`config.mk`:
```
export PLATFORM = sky130hd
export DESIGN_NAME = multi_rx_pack
export DESIGN_NICKNAME = d
export VERILOG_FILES = /design/src/rtl/multi_rx_pack.sv
export SDC_FILE = /design/constraint.sdc
export NUM_CORES = 1
export LEC_CHECK = 0
export BUFFER_PORTS_ARGS = -buffer_cell sky130_fd_sc_hd__buf_4
export CORE_ASPECT_RATIO = 1.4
export CORE_MARGIN = 4
export CORE_UTILIZATION = 35
export CTS_CLUSTER_DIAMETER = 40
export DETAILED_ROUTE_END_ITERATION = 16
export PLACE_DENSITY = 0.57
export SYNTH_ARGS = -nofsm -noshare
export SYNTH_HDL_FRONTEND = slang
export SYNTH_SLANG_ARGS = --single-unit
```
`constraint.sdc`:
```
create_clock -name clkb -period 5.2 [get_ports clkb]
set_clock_uncertainty 0.1 [all_clocks]
set_input_delay 0.52 -clock clkb [delete_from_list [all_inputs] [get_ports clkb]]
set_output_delay 0.52 -clock clkb [all_outputs]
set_load 0.02 [all_outputs]
```
`src/rtl/multi_rx_pack.sv`:
```
// multi_rx_pack: packs single-cycle beats from a slow-to-fast synchronizer
// into PACK_NUM-lane words. A partial word is flushed after TIMEOUT idle
// cycles. One completed word may wait in the accumulator (FULL) while the
// output register is stalled. Beats arriving in that state are dropped and
// reported on overflow.
module multi_rx_pack #(
  parameter int DATA_WIDTH = 8,
  parameter int PACK_NUM   = 4,
  parameter int TIMEOUT    = 16
) (
  input  logic                           clkb,
  input  logic                           rst,
  input  logic [DATA_WIDTH-1:0]          din,
  input  logic                           valid_in,
  input  logic                           ready_in,
  output logic [DATA_WIDTH*PACK_NUM-1:0] dout,
  output logic [PACK_NUM-1:0]            byte_en,
  output logic                           valid_out,
  output logic                           overflow
);
  localparam int CW = $clog2(PACK_NUM + 1);
  localparam int WW = DATA_WIDTH * PACK_NUM;

  logic [WW-1:0]       acc, acc_nxt;
  logic [CW-1:0]       cnt, cnt_nxt;
  logic [7:0]          idle_cnt;
  logic                full;      // acc holds a finished word awaiting the output register
  logic                out_free;
  logic                complete;  // this edge finishes a word (last beat or timeout)
  logic [PACK_NUM-1:0] mask_nxt, mask_cur;

  // Next accumulator contents, word-completion detect and lane masks
  always_comb begin
    out_free = !valid_out || ready_in;
    acc_nxt  = acc;
    for (int i = 0; i < PACK_NUM; i++)
      if (valid_in && cnt == CW'(i)) acc_nxt[i*DATA_WIDTH +: DATA_WIDTH] = din;
    cnt_nxt  = cnt + CW'(valid_in);
    complete = !full &&
               ((valid_in && cnt == CW'(PACK_NUM - 1)) ||
                (!valid_in && cnt != '0 && idle_cnt == 8'(TIMEOUT - 1)));
    for (int i = 0; i < PACK_NUM; i++) begin
      mask_nxt[i] = CW'(i) < cnt_nxt;
      mask_cur[i] = CW'(i) < cnt;
    end
  end

  // Accumulator, idle timer and output register
  always_ff @(posedge clkb or posedge rst) begin
    if (rst) begin
      acc       <= '0;
      cnt       <= '0;
      idle_cnt  <= '0;
      full      <= 1'b0;
      dout      <= '0;
      byte_en   <= '0;
      valid_out <= 1'b0;
      overflow  <= 1'b0;
    end else begin
      overflow <= 1'b0;
      if (valid_out && ready_in) valid_out <= 1'b0;
      if (full) begin
        idle_cnt <= '0;
        if (out_free) begin
          // Stalled word moves out; a beat arriving now starts the next word
          dout      <= acc;
          byte_en   <= mask_cur;
          valid_out <= 1'b1;
          full      <= 1'b0;
          acc       <= '0;
          cnt       <= '0;
          if (valid_in) begin
            acc[DATA_WIDTH-1:0] <= din;
            cnt                 <= CW'(1);
          end
        end else if (valid_in) begin
          overflow <= 1'b1;
        end
      end else if (complete) begin
        idle_cnt <= '0;
        if (out_free) begin
          dout      <= acc_nxt;
          byte_en   <= mask_nxt;
          valid_out <= 1'b1;
          acc       <= '0;
          cnt       <= '0;
        end else begin
          acc  <= acc_nxt;
          cnt  <= cnt_nxt;
          full <= 1'b1;
        end
      end else begin
        acc      <= acc_nxt;
        cnt      <= cnt_nxt;
        idle_cnt <= (cnt != '0 && !valid_in) ? idle_cnt + 8'd1 : 8'd0;
      end
    end
  end
endmodule

```
==> summary.md <==
| Metric | Value |
|---|---|
| FF-to-FF Start | idle_cnt[5]$_DFF_PP0_ |
| GRT Total Usage | a little over an eighth |
| DIE AREA | 12820 um2 |
| Crit. Startpoint | idle_cnt[5]$_DFF_PP0_ |
| Cts hold-fix bufs | 0 |
| DIE HEIGHT | 132.4 um |
| Sequential area share after synthesis | around 53% |
| Critical path class | reg2reg |
| Max-Cap Viols | 0 |
| Crit path DAT | 3.19 ns |
| Syn_nets | 313 |
| Slew margin rel. | ~36% |
| H-tree depth | 3 |
| Detailed-route via count | about 2500 |
| Top post-synthesis cells by count | dfrtp_1, mux2_2, mux2_4 |
| Row count | 45 |
| CTS buffer count | 9 |
| Routed wire length | ~8300 um |
| Primary FF master, synth | dfrtp_1 |
| Routability Congestion | ~0.8 |
| Max Slew Vio Count | 0 |
| Initial Util | between 30% and 40% |
| Num Clock Sinks | a little over 80 |
| Critical-path maximum fanout | 32 |
| Worst-case clock buffer depth | 2 |
| PwrDens | between 600 and 700 nW/um2 |
| Yosys reg bits | 82 |
| YS warnings | 0 |
| CP Launch Type | flop |
| Post-DR wirelength/cell | 17.00 um |
| Required time of the critical path | 5.32 ns |
| Core ar. | roughly 11000 um2 |
| Area leader, netlist | dfrtp_1 |
| Min Hold Slack | between 0.1 and 0.15 ns |
| CTS tree | yes |
| Area Overhead vs Synth | 19.70% |
| Most common cell in the netlist | dfrtp_1 |
| Post-CTS setup buffer count | 0 |
| Final worst path period need | approximately 3.1 ns |
| CTS resizes | 0 |
| TritonRoute pass-1 iters | 4 |
| Global-route wire length before repair | ~14000 um |
| Fin crit share | between 50% and 60% |
| Clock transition at path regs | around 0.060 ns |
| Hpwl dp | 5661 um |
| Fmax | ~330 MHz |
| Final worst slack | 2.129 ns |
| Share of cells above drive strength 1 | about two fifths |
| Dpl ws | ~2.1 ns |
| Gate Count Post-Synth | roughly 300 |
| Area share of the largest cell type after synthesis | 53.04% |
| Outcome | complete, no violations |
| Initial antenna violation count | 0 |
| Syn_area_per_cell | 12.98 um2 |
| DRC errors left | 0 |
| EDFF count, synth | 0 |
| Antenna cells | 0 |
| Final ANT Viol Nets | 0 |
| DRT iter0 DRCs | between 150 and 200 |
| Vias in the first global route | about 2500 |
| RSZ-0062 raised after global routing | false |
| DR vias/cell | roughly 5 |
| Post-Syn Area | around 3900 um2 |
| Port bufs | between 40 and 50 |
| Post-DP Area | around 4300 um2 |
| Maximum vdd drop | 214.9 uV |
| CP Capture Type | flop |
| Largest net degree at the start of global routing | 52 |
| Final TNS setup | 0 ns |
| Horiz. Die Dim | about 97 um |
| Tightest Pin Transition | about 0.96 ns |
| Gr ovfl total | 0 |
| Post-Layout Inst Area | roughly 4600 um2 |
| # IOs | 50 |
| Root Driver | clkbuf_16 |
| Final Hold Violating Endpoints | 0 |
| Async SR Flop Fraction | 100.0% |
| Count of cell types in the netlist | 41 |
| Clock Latency Late Sink | about 0.34 ns |
| Leak | roughly 2.2 nW |
| Nets | 360 |
| Worst hold path class | in2async |
| Final Setup Violations | 0 |
| Synth area leaders | dfrtp_1, mux2_4, mux2_2, a22o_1, nor2_1 |
layout by cell type, fill, tap and decap left out, types with 2 or more instances in the layout:
cell / n
nor3_1: 5
xnor2_1: 4
a22o_1: 16
o21ai_0: 5
dfrtp_1: 82
a22oi_1: 9
nand3_1: 3
nor2b_1: 8
xor2_1: 3
ha_1: 3
a21oi_1: 4
mux2i_1: 6
or2_2: 2
mux2_2: 34
a32o_1: 2
clkinv_2: 4
and3_1: 2
mux2_4: 29
clkbuf_16: 9
nand2b_1: 2
nand3b_1: 2
buf_4: 52
inv_1: 8
and2_1: 2
o22ai_1: 3
nand2_1: 10
clkbuf_8: 2
nor2_1: 24
sequential cells by signal, summed over array words and instances (netlist names):
signal and count:
dout 32, full 1, acc 32, cnt 3, overflow 1, byte_en 4
valid_out 1, idle_cnt 8
metal layers:
layer	routed length, um	track usage, %
met2	4167	21.58
met5	0	0
met3	287	3.282
met4	171	6.089
met1	3723	17.50
power breakdown:
part           internal, mW  total, mW  switching [mW]
clock network         0.395      0.645           0.250
logic                 0.595       1.13           0.537
registers             0.877       1.03           0.151
total                  1.87       2.81           0.938
path summary, 6_finish.rpt:
path / end / slack [ns] / depth (start not counted)
min reg2reg: idle_cnt[0]$_DFF_PP0_ / 0.36 / 1
max reg2reg: dout[4]$_DFFE_PP0P_ / 2.13 / 5
max: dout[4]$_DFFE_PP0P_ / 2.13 / 5
min in group clkb: idle_cnt[0]$_DFF_PP0_ / 0.36 / 1
min: dout[19]$_DFFE_PP0P_ / 0.12 / 2
max in group asynchronous: acc[2]$_DFFE_PP0P_ / 3.84 / 3
kinds of logic after synthesis:
family	count (synthesis)	share of synthesized area, %
AO/OA/AOI/OAI	46	9.218
multiplexers	69	22.70
AND/OR/NAND/NOR	66	8.700
buffers and inverters	25	3.784
flip-flops	82	53.04
adder cells (fa/ha/maj)	3	0.9703
XOR/XNOR	7	1.585
stage by stage:
stage	instances	total power, mW	util, %
2_1_floorplan	298	1.823	-
3_3_place_gp	475	2.168	40.01
3_5_place_dp	475	2.183	40.01
4_1_cts	491	2.848	42.84
5_1_grt	491	2.972	42.84
6_report	491	2.806	42.84
final cells by class:
type	count	area, um2
fillers	1030	6180
clock buffers	11	252.7
clock inverters	5	52.55
repair buffers	52	390.4
well taps	141	176.4
multi-input cells	191	1672
flip-flops and latches	82	2052
inverters	9	35.03
critical path, stage by stage (launching register included):
cell     delay, ns
dfrtp_1       0.41
nor4_1        0.48
and4_1        0.41
o21a_2        0.82
buf_4         0.40
mux2_4        0.32
(Power assumes the default switching activity.)
